### config.mk
export PLATFORM = sky130hd
export DESIGN_NAME = imem_boot_loader
export DESIGN_NICKNAME = d
export VERILOG_FILES = /design/src/rtl/cpu_pkg.sv /design/src/rtl/byte_serializer.sv /design/src/rtl/imem_boot_loader.sv
export SDC_FILE = /design/constraint.sdc
export NUM_CORES = 1
export LEC_CHECK = 0
export BUFFER_PORTS_ARGS = -buffer_cell sky130_fd_sc_hd__buf_4
export CAP_MARGIN = 20
export CELL_PAD_IN_SITES_DETAIL_PLACEMENT = 0
export CELL_PAD_IN_SITES_GLOBAL_PLACEMENT = 1
export CORE_ASPECT_RATIO = 2
export CORE_UTILIZATION = 39
export DETAILED_ROUTE_END_ITERATION = 8
export GPL_ROUTABILITY_DRIVEN = 0
export GPL_TIMING_DRIVEN = 1
export MAX_ROUTING_LAYER = met4
export PLACE_DENSITY_LB_ADDON = 0.1
export REMOVE_ABC_BUFFERS = 1
export SLEW_MARGIN = 20
export SYNTH_ARGS = -nofsm -noshare
export SYNTH_HDL_FRONTEND = slang
export SYNTH_SLANG_ARGS = --single-unit
### constraint.sdc
create_clock -name clk -period 2 [get_ports clk]
set_input_delay 0.4 -clock clk [delete_from_list [all_inputs] [get_ports clk]]
set_output_delay 0.4 -clock clk [all_outputs]
set_load 0.01 [all_outputs]
### src/rtl/cpu_pkg.sv
// +--------------------------------------------------------------------+
// | cpu_pkg: shared types and sizes for the instruction boot path      |
// | Rev 1.0                                                            |
// +--------------------------------------------------------------------+
`default_nettype none

package cpu_pkg;

  localparam int INST_W         = 32;
  localparam int BYTE_W         = 8;
  localparam int BYTES_PER_INST = 4;

  typedef enum logic [2:0] {
    ST_IDLE    = 3'd0,
    ST_RECV    = 3'd1,
    ST_WR      = 3'd2,
    ST_RELEASE = 3'd3,
    ST_DONE    = 3'd4,
    ST_ERROR   = 3'd5
  } state_t;

  // Byte idx of a word, counted from the most significant end.
  function automatic logic [BYTE_W-1:0] msb_byte(input logic [INST_W-1:0] word,
                                                 input logic [1:0]        idx);
    return BYTE_W'(word >> (BYTE_W * (BYTES_PER_INST - 1 - int'(idx))));
  endfunction

endpackage

`default_nettype wire

### src/rtl/byte_serializer.sv
// +--------------------------------------------------------------------+
// | byte_serializer: latches a word and emits it MSB-first, one byte   |
// | per cycle, with a pulse on the final byte.  Rev 1.0                |
// +--------------------------------------------------------------------+
`default_nettype none

module byte_serializer
  import cpu_pkg::*;
(
  input  logic              clk,
  input  logic              rst,
  input  logic              load,
  input  logic [INST_W-1:0] word,
  output logic              busy,
  output logic [BYTE_W-1:0] byte_out,
  output logic              last_byte
);

  logic [INST_W-1:0] r_word;
  logic [1:0]        r_idx;
  logic              r_busy;
  logic [BYTE_W-1:0] r_byte;

  // The byte register is loaded together with the word so the first byte
  // is already on the output in the cycle after the load.
  always_ff @(posedge clk) begin
    if (rst) begin
      r_word <= '0;
      r_idx  <= 2'd0;
      r_busy <= 1'b0;
      r_byte <= '0;
    end else if (load) begin
      r_word <= word;
      r_idx  <= 2'd0;
      r_busy <= 1'b1;
      r_byte <= msb_byte(word, 2'd0);
    end else if (r_busy) begin
      if (r_idx == 2'd3) begin
        r_busy <= 1'b0;
      end else begin
        r_idx  <= r_idx + 2'd1;
        r_byte <= msb_byte(r_word, r_idx + 2'd1);
      end
    end
  end

  assign busy      = r_busy;
  assign byte_out  = r_byte;
  assign last_byte = r_busy && (r_idx == 2'd3);

endmodule

`default_nettype wire

### src/rtl/imem_boot_loader.sv
// +--------------------------------------------------------------------+
// | imem_boot_loader: streams 32-bit words big-endian into a byte-wide |
// | instruction memory, then initialises PC and releases the CPU.      |
// | Rev 1.0                                                            |
// +--------------------------------------------------------------------+
`default_nettype none

module imem_boot_loader
  import cpu_pkg::*;
#(
  parameter int          ADDR_W    = 10,
  parameter int unsigned BASE_ADDR = 0
) (
  input  logic              clk,
  input  logic              rst,
  input  logic              start,
  input  logic              in_valid,
  input  logic [INST_W-1:0] in_word,
  input  logic              in_last,
  output logic              in_ready,
  output logic              imem_we,
  output logic [ADDR_W-1:0] imem_addr,
  output logic [BYTE_W-1:0] imem_wdata,
  output logic              cpu_hold,
  output logic              pc_init_we,
  output logic [INST_W-1:0] pc_init,
  output logic              load_done,
  output logic              load_err,
  output logic [ADDR_W-2:0] word_count
);

  // Pointer carries one extra bit so it can sit at 2^ADDR_W after a word
  // that ends on the last byte without wrapping back to a legal address.
  localparam int                PTR_W     = ADDR_W + 1;
  localparam logic [PTR_W-1:0]  BASE_PTR  = PTR_W'(BASE_ADDR);
  localparam logic [PTR_W-1:0]  LAST_ADDR = PTR_W'((2 ** ADDR_W) - 1);

  state_t              r_state, w_state_nxt;
  logic [PTR_W-1:0]    r_ptr;
  logic [ADDR_W-2:0]   r_count;
  logic [ADDR_W-1:0]   r_addr;
  logic                r_err;
  logic                r_last;

  logic                w_xfer, w_overflow, w_accept, w_trap, w_start_ok;
  logic                w_ser_busy, w_ser_last;
  logic [BYTE_W-1:0]   w_ser_byte;

  assign w_xfer     = (r_state == ST_RECV) && in_valid;
  assign w_overflow = (r_ptr + PTR_W'(BYTES_PER_INST - 1)) > LAST_ADDR;
  assign w_accept   = w_xfer && !w_overflow;
  assign w_trap     = w_xfer && w_overflow;
  assign w_start_ok = start && ((r_state == ST_IDLE) || (r_state == ST_DONE) ||
                                (r_state == ST_ERROR));

  byte_serializer u_ser (
    .clk       (clk),
    .rst       (rst),
    .load      (w_accept),
    .word      (in_word),
    .busy      (w_ser_busy),
    .byte_out  (w_ser_byte),
    .last_byte (w_ser_last)
  );

  always_ff @(posedge clk) begin
    if (rst) r_state <= ST_IDLE;
    else     r_state <= w_state_nxt;
  end

  always_comb begin
    w_state_nxt = r_state;
    in_ready    = 1'b0;
    cpu_hold    = 1'b1;
    pc_init_we  = 1'b0;
    load_done   = 1'b0;
    case (r_state)
      ST_IDLE, ST_ERROR: begin
        if (start) w_state_nxt = ST_RECV;
      end
      ST_RECV: begin
        in_ready = 1'b1;
        if (w_xfer) w_state_nxt = w_overflow ? ST_ERROR : ST_WR;
      end
      ST_WR: begin
        if (w_ser_last) w_state_nxt = r_last ? ST_RELEASE : ST_RECV;
      end
      ST_RELEASE: begin
        pc_init_we  = 1'b1;
        w_state_nxt = ST_DONE;
      end
      ST_DONE: begin
        cpu_hold  = 1'b0;
        load_done = 1'b1;
        if (start) w_state_nxt = ST_RECV;
      end
      default: w_state_nxt = ST_IDLE;
    endcase
  end

  always_ff @(posedge clk) begin
    if (rst) begin
      r_ptr   <= BASE_PTR;
      r_count <= '0;
      r_addr  <= ADDR_W'(BASE_ADDR);
      r_err   <= 1'b0;
      r_last  <= 1'b0;
    end else begin
      if (w_start_ok) begin
        r_ptr   <= BASE_PTR;
        r_count <= '0;
        r_err   <= 1'b0;
      end
      if (w_accept) begin
        r_last <= in_last;
        r_addr <= r_ptr[ADDR_W-1:0];
      end
      if (w_trap) r_err <= 1'b1;
      if (w_ser_busy && !w_ser_last) r_addr <= r_addr + ADDR_W'(1);
      if (w_ser_last) begin
        r_ptr   <= r_ptr + PTR_W'(BYTES_PER_INST);
        r_count <= r_count + (ADDR_W-1)'(1);
      end
    end
  end

  assign imem_we    = w_ser_busy;
  assign imem_addr  = r_addr;
  assign imem_wdata = w_ser_byte;
  assign pc_init    = INST_W'(BASE_ADDR);
  assign load_err   = r_err;
  assign word_count = r_count;

endmodule

`default_nettype wire

---- Word-level counts from Yosys, hierarchy flattened ----
Index checks and enable logic that the tools add are counted.
storage, ports and cells
  register bits after elaboration ......... 78
  bits of input ports ..................... 37
  output and inout port bits .............. 65
  logic and storage cells ................. 73
cells by class
  add/subtract/negate cells ............... 6
  magnitude comparators ................... 1
  equal/unequal tests ..................... 10
  shift-type cells ........................ 1
  muxes and demuxes ....................... 24
  bitwise operators ....................... 1
  reductions and logical operators ........ 20
operator list
  operator                 count
  $shr A32 B32 Y8          1
  $mux W8                  3
  $mux W11                 2
  $mux W10                 2
  $mux W9                  2
  $mux W3                  4
  $pmux W3 S4              1
  $add A11 B2 Y11 const B  1
  $add A11 B3 Y11 const B  1
  $gt A11 B10 Y1 const B   1
  $add A10 B1 Y10 const B  1
  $add A9 B1 Y9 const B    1
  $mux W1                  9
  $reduce_bool A2 Y1       4
  $eq A3 B2 Y1 const B     2
  $eq A3 B3 Y1 const B     2
  $logic_and A1 B1 Y1      6
  $ne A2 B1 Y1 const B     2
  $ne A2 B2 Y1 const B     2
  $reduce_and A2 Y1        2
  $eq A3 B1 Y1 const B     1
  $logic_not A3 Y1         1
  $reduce_and A3 Y1        1
  $reduce_or A3 Y1         1
  other kinds (8)          10

---- Longest topological paths before layout ----
Gate-level depths: netlist of the first run.
  depth after elaboration ................. 6
  mapped depth ............................ 7
  mapped depth without buffers ............ 5

---- Cells and area by module ----
A second synthesis of the first run with hierarchy kept.
unflattened totals
  cells, all modules ...................... 433
  area total of the unflattened synthesis .. 3881.2 um2
by module, submodules not included
  module            instances  cells an instance  area an instance (um2)  seq. area each (um2)
  imem_boot_loader  1          259                2042.0                  660.6
  byte_serializer   1          174                1839.3                  860.8

---- Worst setup path before layout of the first run ----
Ideal clock, no wire load.
  kind .................................... reg2reg
  start ................................... register u_ser.r_idx[0]
  end ..................................... register r_addr[9] (netlist: imem_addr[9])
  setup time .............................. 70 ps
  data arrival time ....................... 1631 ps
  data required time ...................... 1930 ps
  slack ................................... 298 ps
  cell stages (with the launch flop) ...... 7
  buffers on the path ..................... 1
  period minus slack after synthesis ...... 1702 ps
  cell sequence ........................... dfxtp_1 > ha_1 > nand2b_1 > clkbuf_1 > or4_1 > o32a_1 > a21oi_1
on the way
  longest elaborated chain between the ends .. 5
  elaborated cells between the ends (all ways) .. 6
  those cells by class .................... eq/ne (1); mux (1); reduce/logical (4)
RTL lines
  what                                            RTL line                 RTL
  start: declaration                              byte_serializer.sv:20    logic [1:0] r_idx;
  start signal: assignment                        byte_serializer.sv:41    r_idx <= r_idx + 2'd1;
  $eq A2 B2 Y1 (*)                                byte_serializer.sv:49    assign last_byte = r_busy && (r_idx == 2'd3);
  $logic_and A1 B1 Y1 (*)                         byte_serializer.sv:49
  $logic_not A1 Y1 (*)                            imem_boot_loader.sv:119  if (w_ser_busy && !w_ser_last) r_addr <= r_addr + ADDR_W'(1);
  $logic_and A1 B1 Y1 (*)                         imem_boot_loader.sv:119
  $mux W10 or $reduce_bool A2 Y1 (tied branches)  --
  end signal: assignment                          imem_boot_loader.sv:105  r_addr <= ADDR_W'(BASE_ADDR);
  end signal: assignment                          imem_boot_loader.sv:116  r_addr <= r_ptr[ADDR_W-1:0];
  end signal: assignment                          imem_boot_loader.sv:119
  end: declaration                                imem_boot_loader.sv:41   logic [ADDR_W-1:0] r_addr;
Every way passes the cells marked *; elsewhere a longest branch is shown, timed or not.
A chain may end at the register's enable or synchronous reset.

---- Worst setup path in the final report of the first run ----
Same ends and word-level chain as after synthesis.

==> results of run 1 <==
[flip-flops by register name, indices dropped and copies added (netlist names)]
register	flops
r_last	1
u_ser.busy	1
u_ser.r_word	32
imem_addr	10
r_ptr	9
r_state	3
u_ser.r_idx	2
u_ser.byte_out	8
word_count	9
load_err	1
[power breakdown]
part | internal [mW] | switching (mW) | total [mW]
Combinational | 0.196 | 0.251 | 0.447
Sequential | 1.58 | 0.0473 | 1.62
Clock | 0.865 | 0.631 | 1.50
Total | 2.64 | 0.929 | 3.57
[final cells by class]
| cell class | instances | area share |
|---|---|---|
| well taps | 132 | 0.0346 |
| clock inverters | 5 | 0.00576 |
| clock buffers | 11 | 0.0508 |
| multi-input cells | 348 | 0.435 |
| inverters | 3 | 0.00236 |
| repair buffers | 94 | 0.153 |
| flip-flops and latches | 76 | 0.318 |
[cell families after synthesis]
| group | after synthesis | share of synthesized area |
|---|---|---|
| flops | 76 | 0.390 |
| simple gates | 157 | 0.204 |
| compound gates | 135 | 0.209 |
| other cells | 1 | 0.000962 |
| xor+xnor | 8 | 0.0180 |
| fa+ha+maj | 5 | 0.0160 |
| buf+inv | 75 | 0.108 |
| mux | 11 | 0.0545 |
[per-stage QoR]
stage	power (mW)	instances	hold WS, ns	setup TNS (ns)
finish	3.57	669	0.289	0
global route	3.73	669	0.289	0
CTS	3.60	669	0.281	0
detailed placement	2.11	653	0.467	0
global placement	2.10	653	0.458	0
floorplan	1.87	427	0.444	-6.56
[worst paths after layout]
| kind | from | to |
|---|---|---|
| max | u_ser.r_idx[0] | imem_addr[9] |
| min | in_valid | r_state[0] |
| max reg2reg | u_ser.r_idx[0] | imem_addr[9] |
| min reg2reg | r_last | r_last |
[layer usage]
metal | global-route usage | vias to the layer above
li1 | - | 1781
met1 | 0.251 | 1694
met2 | 0.377 | 118
met3 | 0.0337 | 19
met4 | 0.0929 | 0
met5 | - | -
[cell usage in the layout, fill, tap and decap left out, drive strengths merged, types with 3 or more instances in the layout]
cell type and instances:
clkinv 4, ha 5, conb 32, inv 3, nand2b 3, nor3 20, o211ai 6, clkbuf 11
nor2b 3, or4 3, nand3 42, and3 3, nand4 12, or3 5, xnor2 5, o21ai 43
mux4 8, o31ai 4, dfxtp 76, xor2 3, a21oi 49, buf 94, a31oi 9, nand2 36
nor2 18, a311oi 10, and2 4
[critical path: cells and delay by family, from the launching register on]
kind	cells	cell delay (ns)
compound gates	2	0.33
fa+ha+maj	1	0.24
flops	1	0.31
simple gates	2	0.84
[repair_timing]
item / in CTS / in global routing
endpoints found under the setup margin: 0 / 1
hold buffers: 0 / 0
gates resized for setup: 0 / 1
==> run summary, run 1 <==
status: finished, final reports clean
Netlist Area Pre-Place: 0.00390 sq mm
largest cells by area after synthesis: dfxtp_1, buf_4, a21oi_1, o21ai_0, nand3_1
WL met1: 4110 um
leakage power: 1.80 nW
critical-path cell list: ha_1, nand2b_1, or4_1, o32a_1, a21oi_1
hold crit path type: input port to register
Synth Register Bits: 76
Max FO, Critical Path: 4
fmax: 558 MHz
startpoint type of the worst setup path: register
hold path cells: 2
power per cell area: 746 mW/mm^2
skew final: 0.00909 ns
Root Buffer: clkbuf_16
register area share after synthesis: 0.390
CTS tree: done
Multi-input gate area: 0.00208 sq mm
DP Area: 0.00450 sq mm
Initial Util: 0.402
total track usage: 0.220
vias in the first global route: 3370
Worst-Skew Late Latency: 0.33 ns
Placement Setup Slack: 0.217 ns
ys async rst share: 0
# IOs: 102
post-synthesis cell type count: 49
largest net degree at the start of global routing: 77
post-route worst setup slack: 0.207 ns
delay of the slowest cell on the worst path: 0.59 ns
Reg area: 0.00152 sq mm
r2r setup slk: 0.21 ns
grt ovf: 0
# diodes: 0
Routed Antenna Nets: 0
die height: 143 um
post-layout util: 0.493
top-count cell post-synth: dfxtp_1
Layout fillers: 990
period utilization: 0.896
Max clock buf depth: 2
core area: 0.00970 sq mm
required time worst endpoint: 2.26 ns
Post-CTS Repair Setup Buffers: 0
Final Hold Fails: 0
post-route DRC violation count: 0
Final min period: 1.79 ns
HPWL after DPL: 7480 um
Register-to-Register Path Depth: 5
top cell type's share of synthesized area: 0.390
fin area: 0.00478 sq mm
Post-synth top flop: dfxtp_1
Top Layer Used: met4
DR WL/cell: 15.7 um
Die W: 72.7 um
First-pass DRT Iterations: 5
Num CTS Buffers: 9
Crit. End Element: register
Worst EP arrival: 2.05 ns
wire length on met3: 360 um
Vias: 3612
final WL: 10500 um
top cells by count, synth: dfxtp_1, a21oi_1, o21ai_0, nand3_1, nand2_1
global-route wire length before repair: 16900 um
max-cap violations: 0
Post-synth EDFFs: 0
WL met2: 5820 um
Final Setup Violations: 0
cells after synthesis: 468
Layout Area Growth over Synthesis: 22.5%
Final Max Tran Viols: 0
Slowest cell on crit path: or4_1
Row Count: 51
Syn Area/Cell: 8.33 sq um
clk sinks: 76
setup repair after global routing missed its margin: no
PortBufs: 69
nets: 574
initial antenna violation count: 0
layout cell share with drive strength beyond 1: 0.233
initial DRC count: 215
yosys warns: 0
Via density: 5.40
Clock Pin Slew Worst Setup and Hold Paths: 0.06 ns
WS Path Type: register to register
H-tree levels: 3
Synth area leader: dfxtp_1
VDD IR-drop max: 422 uV
Die Area: 0.0104 sq mm
(Power assumes the default switching activity.)
==> inputs of run 2 (changes only) <==
--- a/config.mk
+++ b/config.mk
@@ -10,14 +10,14 @@
 export CELL_PAD_IN_SITES_DETAIL_PLACEMENT = 0
 export CELL_PAD_IN_SITES_GLOBAL_PLACEMENT = 1
 export CORE_ASPECT_RATIO = 2
-export CORE_UTILIZATION = 39
+export CORE_UTILIZATION = 36
+export CTS_BUF_LIST = sky130_fd_sc_hd__clkbuf_2
 export DETAILED_ROUTE_END_ITERATION = 8
 export GPL_ROUTABILITY_DRIVEN = 0
 export GPL_TIMING_DRIVEN = 1
 export MAX_ROUTING_LAYER = met4
 export PLACE_DENSITY_LB_ADDON = 0.1
 export REMOVE_ABC_BUFFERS = 1
-export SLEW_MARGIN = 20
 export SYNTH_ARGS = -nofsm -noshare
 export SYNTH_HDL_FRONTEND = slang
 export SYNTH_SLANG_ARGS = --single-unit
==> constraint.sdc (replaced) <==
create_clock -name clk -period 1.6 [get_ports clk]
set_input_delay 0.32 -clock clk [delete_from_list [all_inputs] [get_ports clk]]
set_output_delay 0.32 -clock clk [all_outputs]
set_load 0.01 [all_outputs]
==> run 2 against run 1 <==
The flow now finishes with violations (setup timing). Via count up 11%. Worst setup slack worse by 0.36 ns. Critical path depth up 2. Core utilization up 5.9 points. Clock-buffer cell count down 1. Maximum frequency up 2.1%. Cell area up 22%. Register-to-register slack worse by 0.36 ns. Clock skew up 0.0070 ns. Total power up 12%. Global-route usage up 0.30 points. Critical path type unchanged.
==> run summary, run 2 (synthesis gave the netlist of run 1 again) <==
Worst EP arrival: 2.22 ns (was 2.05 ns)
First-pass DRT Iterations: 4 (was 5)
post-route worst setup slack: -0.156 ns (was 0.207 ns)
Largest register FFs: 32 (unchanged)
skew final: 0.0161 ns (was 0.00909 ns)
Placed Instances: 689 (was 653)
Layout Area Growth over Synthesis: 49.1% (was 22.5%)
Vias: 3995 (was 3612)
Final Setup Violations: 39 (was 0)
leakage power: 2.26 nW (was 1.80 nW)
HPWL after DPL: 7940 um (was 7480 um)
layer with the highest usage: met2 (unchanged)
initial antenna violation count: 1 (was 0)
WS Path Type: register to register (unchanged)
initial DRC count: 214 (was 215)
Crit. End Element: register (unchanged)
global-route wire length before repair: 18200 um (was 16900 um)
largest net degree at the start of global routing: 42 (was 77)
Routed Antenna Nets: 0 (unchanged)
grt ovf: 0 (unchanged)
Die Area: 0.0113 sq mm (was 0.0104 sq mm)
met2 Use GR: 0.383 (was 0.377)
max-cap violations: 0 (unchanged)
Root Buffer: clkbuf_2 (was clkbuf_16)
hold path cells: 4 (was 2)
DR WL/cell: 15.7 um (about the same)
post-route DRC violation count: 0 (unchanged)
Max clock buf depth: 2 (unchanged)
Worst-Skew Late Latency: 0.54 ns (was 0.33 ns)
Via density: 5.24 (was 5.40)
power per cell area: 689 mW/mm^2 (was 746 mW/mm^2)
Max FO, Critical Path: 6 (was 4)
core area: 0.0105 sq mm (was 0.00970 sq mm)
period utilization: 1.10 (was 0.896)
met3 usage: 0.0466 (was 0.0337)
failing checks: setup timing
H-tree levels: 3 (unchanged)
Non-Filler Instances: 762 (was 669)
fmax: 569 MHz (was 558 MHz)
layout cell share with drive strength beyond 1: 0.375 (was 0.233)
fin area: 0.00582 sq mm (was 0.00478 sq mm)
# IOs: 102 (unchanged)
total chip power: 4.01 mW (was 3.57 mW)
Die W: 75.6 um (was 72.7 um)
Register-to-Register Path Depth: 7 (was 5)
post-layout util: 0.552 (was 0.493)
Initial Util: 0.370 (was 0.402)
CTS tree: done (unchanged)
Row Count: 53 (was 51)
required time worst endpoint: 2.06 ns (was 2.26 ns)
Final Max Tran Viols: 0 (unchanged)
Reg with most FFs: u_ser.r_word (unchanged)
clk sinks: 76 (unchanged)
Hold WS: 0.0995 ns (was 0.289 ns)
most common cell after layout, fill and taps aside: buf_4 (unchanged)
most frequent cells in the layout: buf_4, dfxtp_1, a21oi_1 (unchanged)
VDD IR-drop max: 409 uV (was 422 uV)
nets: 662 (was 574)
hold crit path type: input port to register (unchanged)
DP Area: 0.00477 sq mm (was 0.00450 sq mm)
Final Hold Fails: 0 (unchanged)
final WL: 12000 um (was 10500 um)
die height: 149 um (was 143 um)
Num CTS Buffers: 9 (unchanged)
total track usage: 0.223 (was 0.220)
vias in the first global route: 3668 (was 3370)
status: finished, violations left (was finished, final reports clean)
Final min period: 1.76 ns (was 1.79 ns)
total negative setup slack: -1.59 ns (was 0 ns)
setup repair after global routing missed its margin: yes (was no)
Clock Pin Slew Worst Setup and Hold Paths: 0.20 ns (was 0.06 ns)
startpoint type of the worst setup path: register (unchanged)
Layout fillers: 1019 (was 990)
GR met1 Demand/Resource: 0.244 (was 0.251)
PortBufs: 69 (unchanged)
Placement Setup Slack: -0.113 ns (was 0.217 ns)
[run 2: cell count changes in the layout (fill, tap and decap cells not counted), sizes merged]
cell / change
buf: +50
bufinv: +2
clkbuf: +3
clkinv: -2
diode: +1
dlygate4sd3: +34
[run 2: layer usage]
layer / vias up / wire, um / share of wire
li1: 1961 / - / -
met1: 1915 / 4560 / 0.38
met2: 100 / 6630 / 0.55
met3: 19 / 428 / 0.036
met4: 0 / 331 / 0.028
met5: - / 0 / 0
[run 2: worst paths after layout]
path / from / to / slack (ns)
max: r_ptr[2] / imem_addr[8] / -0.16
min: start / r_state[2] / 0.1
max reg2reg: r_ptr[2] / imem_addr[8] / -0.16
min reg2reg: u_ser.r_word[13] / u_ser.r_word[13] / 0.47
[run 2: area by class of cell]
type / count / area, sq um / share of cell area
Multi-Input combinational cell: 348 / 2260 / 0.389
Timing Repair Buffer: 182 / 1700 / 0.292
Inverter: 3 / 11.3 / 0.00194
Clock inverter: 5 / 77.6 / 0.0133
Sequential cell: 76 / 1550 / 0.266
Antenna cell: 1 / 2.50 / 0.000430
Clock buffer: 10 / 50.0 / 0.00860
Tap cell: 137 / 171 / 0.0295
[run 2: worst max-delay path, cell delays in order, from the launching register on]
cell	delay, ns
dfxtp_2	0.38
ha_2	0.15
nand3b_1	0.17
o31ai_4	0.08
buf_6	0.16
buf_8	0.13
or4_4	0.46
o311a_1	0.13
[run 2: report_power, final]
| part | switching, mW | total, mW | leakage, nW | internal, mW |
|---|---|---|---|---|
| Sequential | 0.0544 | 2.03 | 0.625 | 1.97 |
| Clock | 0.680 | 1.19 | 0.0778 | 0.509 |
| Combinational | 0.386 | 0.790 | 1.55 | 0.405 |
| Total | 1.12 | 4.01 | 2.26 | 2.89 |
[run 2: repair_timing]
| action | in CTS | in global routing |
|---|---|---|
| hold buffers | 29 | 5 |
| endpoints found under the hold margin | 29 | 5 |
| setup buffers | 9 | 12 |
| pin swaps | 24 | 33 |
| cloned | 3 | 4 |
| setup endpoints to repair | 61 | 76 |
| gates resized for setup | 52 | 72 |
==> inputs of run 3 (changes only) <==
--- a/config.mk
+++ b/config.mk
@@ -5,12 +5,13 @@
 export SDC_FILE = /design/constraint.sdc
 export NUM_CORES = 1
 export LEC_CHECK = 0
+export ABC_AREA = 1
 export BUFFER_PORTS_ARGS = -buffer_cell sky130_fd_sc_hd__buf_4
 export CAP_MARGIN = 20
 export CELL_PAD_IN_SITES_DETAIL_PLACEMENT = 0
 export CELL_PAD_IN_SITES_GLOBAL_PLACEMENT = 1
 export CORE_ASPECT_RATIO = 2
-export CORE_UTILIZATION = 36
+export CORE_UTILIZATION = 35
 export CTS_BUF_LIST = sky130_fd_sc_hd__clkbuf_2
 export DETAILED_ROUTE_END_ITERATION = 8
 export GPL_ROUTABILITY_DRIVEN = 0
==> run 3 against run 2 <==
The flow still finishes with violations (setup timing). Die area grew 5.8%. Critical path depth shrank 3. Combinational power grew to 4.4 times the previous value. Worst setup slack better by 0.038 ns. Final cell count up 13%. Clock power down 8%. Wire length decreased by 0.66%. First-iteration DRC count shrank 37%. Cell area increased by 0.11%. Sequential cell count stayed put.
==> run summary, run 3 <==
fmax: 582 MHz (was 569 MHz)
power per cell area: 1220 mW/mm^2 (was 689 mW/mm^2)
DP Area: 0.00475 sq mm (was 0.00477 sq mm)
Root Buffer: clkbuf_2 (unchanged)
hold path endpoint: u_ser.r_word[10] (was r_state[2])
CTS tree: done (unchanged)
Worst EP arrival: 1.40 ns (was 2.22 ns)
critical-path cell list: inv_4, nor3_4, inv_1, buf_6 (was ha_2, nand3b_1, o31ai_4, buf_6, buf_8, or4_4, o311a_1)
met2 Use GR: 0.362 (was 0.383)
status: finished, violations left (unchanged)
# IOs: 102 (unchanged)
Comb power frac: 0.496 (was 0.197)
hold crit path type: input port to register (unchanged)
Clock Power Share: 0.155 (was 0.297)
register area share after synthesis: 0.379 (was 0.390)
r2r setup slk: -0.06 ns (was -0.16 ns)
final WL: 11900 um (was 12000 um)
Syn Area/Cell: 6.94 sq um (was 8.33 sq um)
Final Setup Violations: 19 (was 39)
Reg power frac: 0.349 (was 0.506)
Netlist Area Pre-Place: 0.00402 sq mm (was 0.00390 sq mm)
Non-Filler Instances: 861 (was 762)
vias in the first global route: 3610 (was 3668)
Routed Antenna Nets: 0 (unchanged)
post-route DRC violation count: 0 (unchanged)
Placement Setup Slack: 0.00107 ns (was -0.113 ns)
HP Start: in_word[10] (was start)
switching share of total power: 0.392 (was 0.280)
largest family of logic cells by synthesized area: simple AND/OR/NAND/NOR gates (was compound AO/OA/AOI/OAI gates)
top cells by count, synth: nand2_1, dfxtp_1, a21oi_1, inv_1, o21ai_0 (was dfxtp_1, a21oi_1, o21ai_0, nand3_1, nand2_1)
Post-Synth Simple-Gate Area: 0.257 (was 0.204)
PortBufs: 69 (unchanged)
layer with the highest usage: met2 (unchanged)
Post-synth EDFFs: 0 (unchanged)
Synth Register Bits: 76 (unchanged)
max-cap violations: 0 (unchanged)
failing checks: setup timing (unchanged)
Largest register FFs: 32 (unchanged)
die height: 153 um (was 149 um)
leakage power: 2.52 nW (was 2.26 nW)
most frequent cells in the layout: nand2_1, buf_4, dfxtp_1 (was buf_4, dfxtp_1, a21oi_1)
Cell Int Power: 4.31 mW (was 2.89 mW)
cells after synthesis: 579 (was 468)
Register-to-Register Path Depth: 11 (was 7)
Worst R2R End: u_ser.byte_out[3] (was imem_addr[8])
Max FO, Critical Path: 4 (was 6)
H-tree levels: 3 (unchanged)
Placed Instances: 797 (was 689)
ys async rst share: 0 (unchanged)
CP top delay family: flip-flops (was simple AND/OR/NAND/NOR gates)
Final Hold Fails: 0 (unchanged)
Clock Pin Slew Worst Setup and Hold Paths: 0.24 ns (was 0.20 ns)
Post-synth top flop: dfxtp_1 (unchanged)
initial antenna violation count: 1 (unchanged)
clk sinks: 76 (unchanged)
skew final: 0.0421 ns (was 0.0161 ns)
mux contribution to synthesized area: 0 (was 0.0545)
First-pass DRT Iterations: 4 (unchanged)
layout cell share with drive strength beyond 1: 0.319 (was 0.375)
most common cell after layout, fill and taps aside: nand2_1 (was buf_4)
hold path cells: 3 (was 4)
Max clock buf depth: 2 (unchanged)
Via density: 4.72 (was 5.24)
area share of fa/ha/maj cells after synthesis: 0.0156 (was 0.0160)
yosys warns: 0 (unchanged)
xor and xnor area share after synthesis: 0.0109 (was 0.0180)
r2r startpoint: r_state[2] (was r_ptr[2])
Slowest cell on crit path: dfxtp_2 (was or4_4)
VDD IR-drop max: 698 uV (was 409 uV)
Row Count: 55 (was 53)
Final Max Tran Viols: 0 (unchanged)
top cell type's share of synthesized area: 0.379 (was 0.390)
Final min period: 1.72 ns (was 1.76 ns)
Crit. End Element: output pin (was register)
startpoint type of the worst setup path: register (unchanged)
Vias: 4063 (was 3995)
Num CTS Buffers: 9 (unchanged)
CP bufs+invs: 3 (was 2)
Die W: 77.7 um (was 75.6 um)
post-synthesis cell type count: 36 (was 49)
Die Area: 0.0119 sq mm (was 0.0113 sq mm)
initial DRC count: 135 (was 214)
HPWL after DPL: 7810 um (was 7940 um)
period utilization: 1.07 (was 1.10)
fin area: 0.00582 sq mm (about the same)
WS Path Type: register to output pin (was register to register)
total track usage: 0.193 (was 0.223)
setup repair after global routing missed its margin: yes (unchanged)
core area: 0.0112 sq mm (was 0.0105 sq mm)
grt ovf: 0 (unchanged)
required time worst endpoint: 1.28 ns (was 2.06 ns)
post-route worst setup slack: -0.118 ns (was -0.156 ns)
GR met1 Demand/Resource: 0.194 (was 0.244)
P_sw: 2.78 mW (was 1.12 mW)
largest net degree at the start of global routing: 43 (was 42)
Worst-Skew Late Latency: 0.57 ns (was 0.54 ns)
compound-cell area share of the yosys netlist: 0.180 (was 0.209)
DR WL/cell: 13.8 um (was 15.7 um)
Synth area leader: dfxtp_1 (unchanged)
delay of the slowest cell on the worst path: 0.41 ns (was 0.46 ns)
Initial Util: 0.358 (was 0.370)
Layout Area Growth over Synthesis: 45.0% (was 49.1%)
global-route wire length before repair: 17300 um (was 18200 um)
largest cells by area after synthesis: dfxtp_1, nand2_1, a21oi_1, buf_4, o21ai_0 (was dfxtp_1, buf_4, a21oi_1, o21ai_0, nand3_1)
Reg with most FFs: u_ser.r_word (unchanged)
top-count cell post-synth: nand2_1 (was dfxtp_1)
Layout fillers: 1122 (was 1019)
nets: 755 (was 662)
met3 usage: 0.0267 (was 0.0466)
run 3: how the worst max path moves through the flow:
| stage | start | endpoint | slack, ns | cells after the start |
|---|---|---|---|---|
| 6_report | r_state[2] | cpu_hold | -0.12 | 4 |
| 5_1_grt | r_state[2] | cpu_hold | -0.19 | 4 |
| 4_1_cts | r_state[2] | cpu_hold | -0.14 | 4 |
| 3_5_place_dp | r_ptr[2] | u_ser.r_word[26] | 0.001 | 9 |
| 3_3_place_gp | r_ptr[2] | u_ser.r_word[28] | -0.002 | 9 |
| 2_1_floorplan | r_ptr[2] | u_ser.byte_out[0] | -0.79 | 10 |
run 3: metal layers:
| metal | vias up | wire (um) |
|---|---|---|
| met1 | 1861 | 4550 |
| met4 | 0 | 254 |
| li1 | 2103 | - |
| met5 | - | 0 |
| met3 | 22 | 269 |
| met2 | 77 | 6800 |
run 3: layout make-up:
type	instances	area (sq um)	share of cell area
multi-input cells	411	2310	0.397
flip-flops and latches	76	1540	0.264
clock buffers	10	50.0	0.00859
inverters	68	265	0.0456
diodes	1	2.50	0.000430
repair buffers	147	1410	0.242
clock inverters	6	65.1	0.0112
well taps	142	178	0.0305
run 3: power by group through the flow:
stage                     clock, mW  sequential [mW]  combinational, mW
after floorplan                   0             2.54               1.35
after global placement            0             2.50               2.42
after detailed placement          0             2.50               2.44
after CTS                      1.14             2.47               2.60
after global routing           1.22             2.52               3.85
final                          1.10             2.48               3.51
run 3: through the flow:
stage / power [mW] / hold WS (ns) / TNS [ns] / util
2_1_floorplan: 3.89 / 0.382 / -39.29 / -
3_3_place_gp: 4.92 / 0.428 / -0.00211 / 0.424
3_5_place_dp: 4.93 / 0.433 / 0 / 0.424
4_1_cts: 6.20 / 0.000374 / -0.434 / 0.456
5_1_grt: 7.60 / 0.00413 / -2.75 / 0.519
6_report: 7.09 / 0.0176 / -0.708 / 0.519
run 3: timing repair:
item,in CTS,in global routing
hold buffers,17,6
hold endpoints to repair,17,6
gates resized for setup,13,112
gates cloned,0,12
endpoints found under the setup margin,17,60
buffers inserted,5,8
pin swaps,2,14
run 3: cell families (layout without fill, tap and decap cells):
family,after synthesis,after routing
compound gates,138,138
xor+xnor,5,5
other cells,1,33
simple gates,229,231
flops,76,76
fa+ha+maj,5,5
buf+inv,125,231
run 3: worst min-delay path, stage by stage:
cell,delay [ns]
buf_4,0.08
o21ai_2,0.05
a21oi_1,0.10
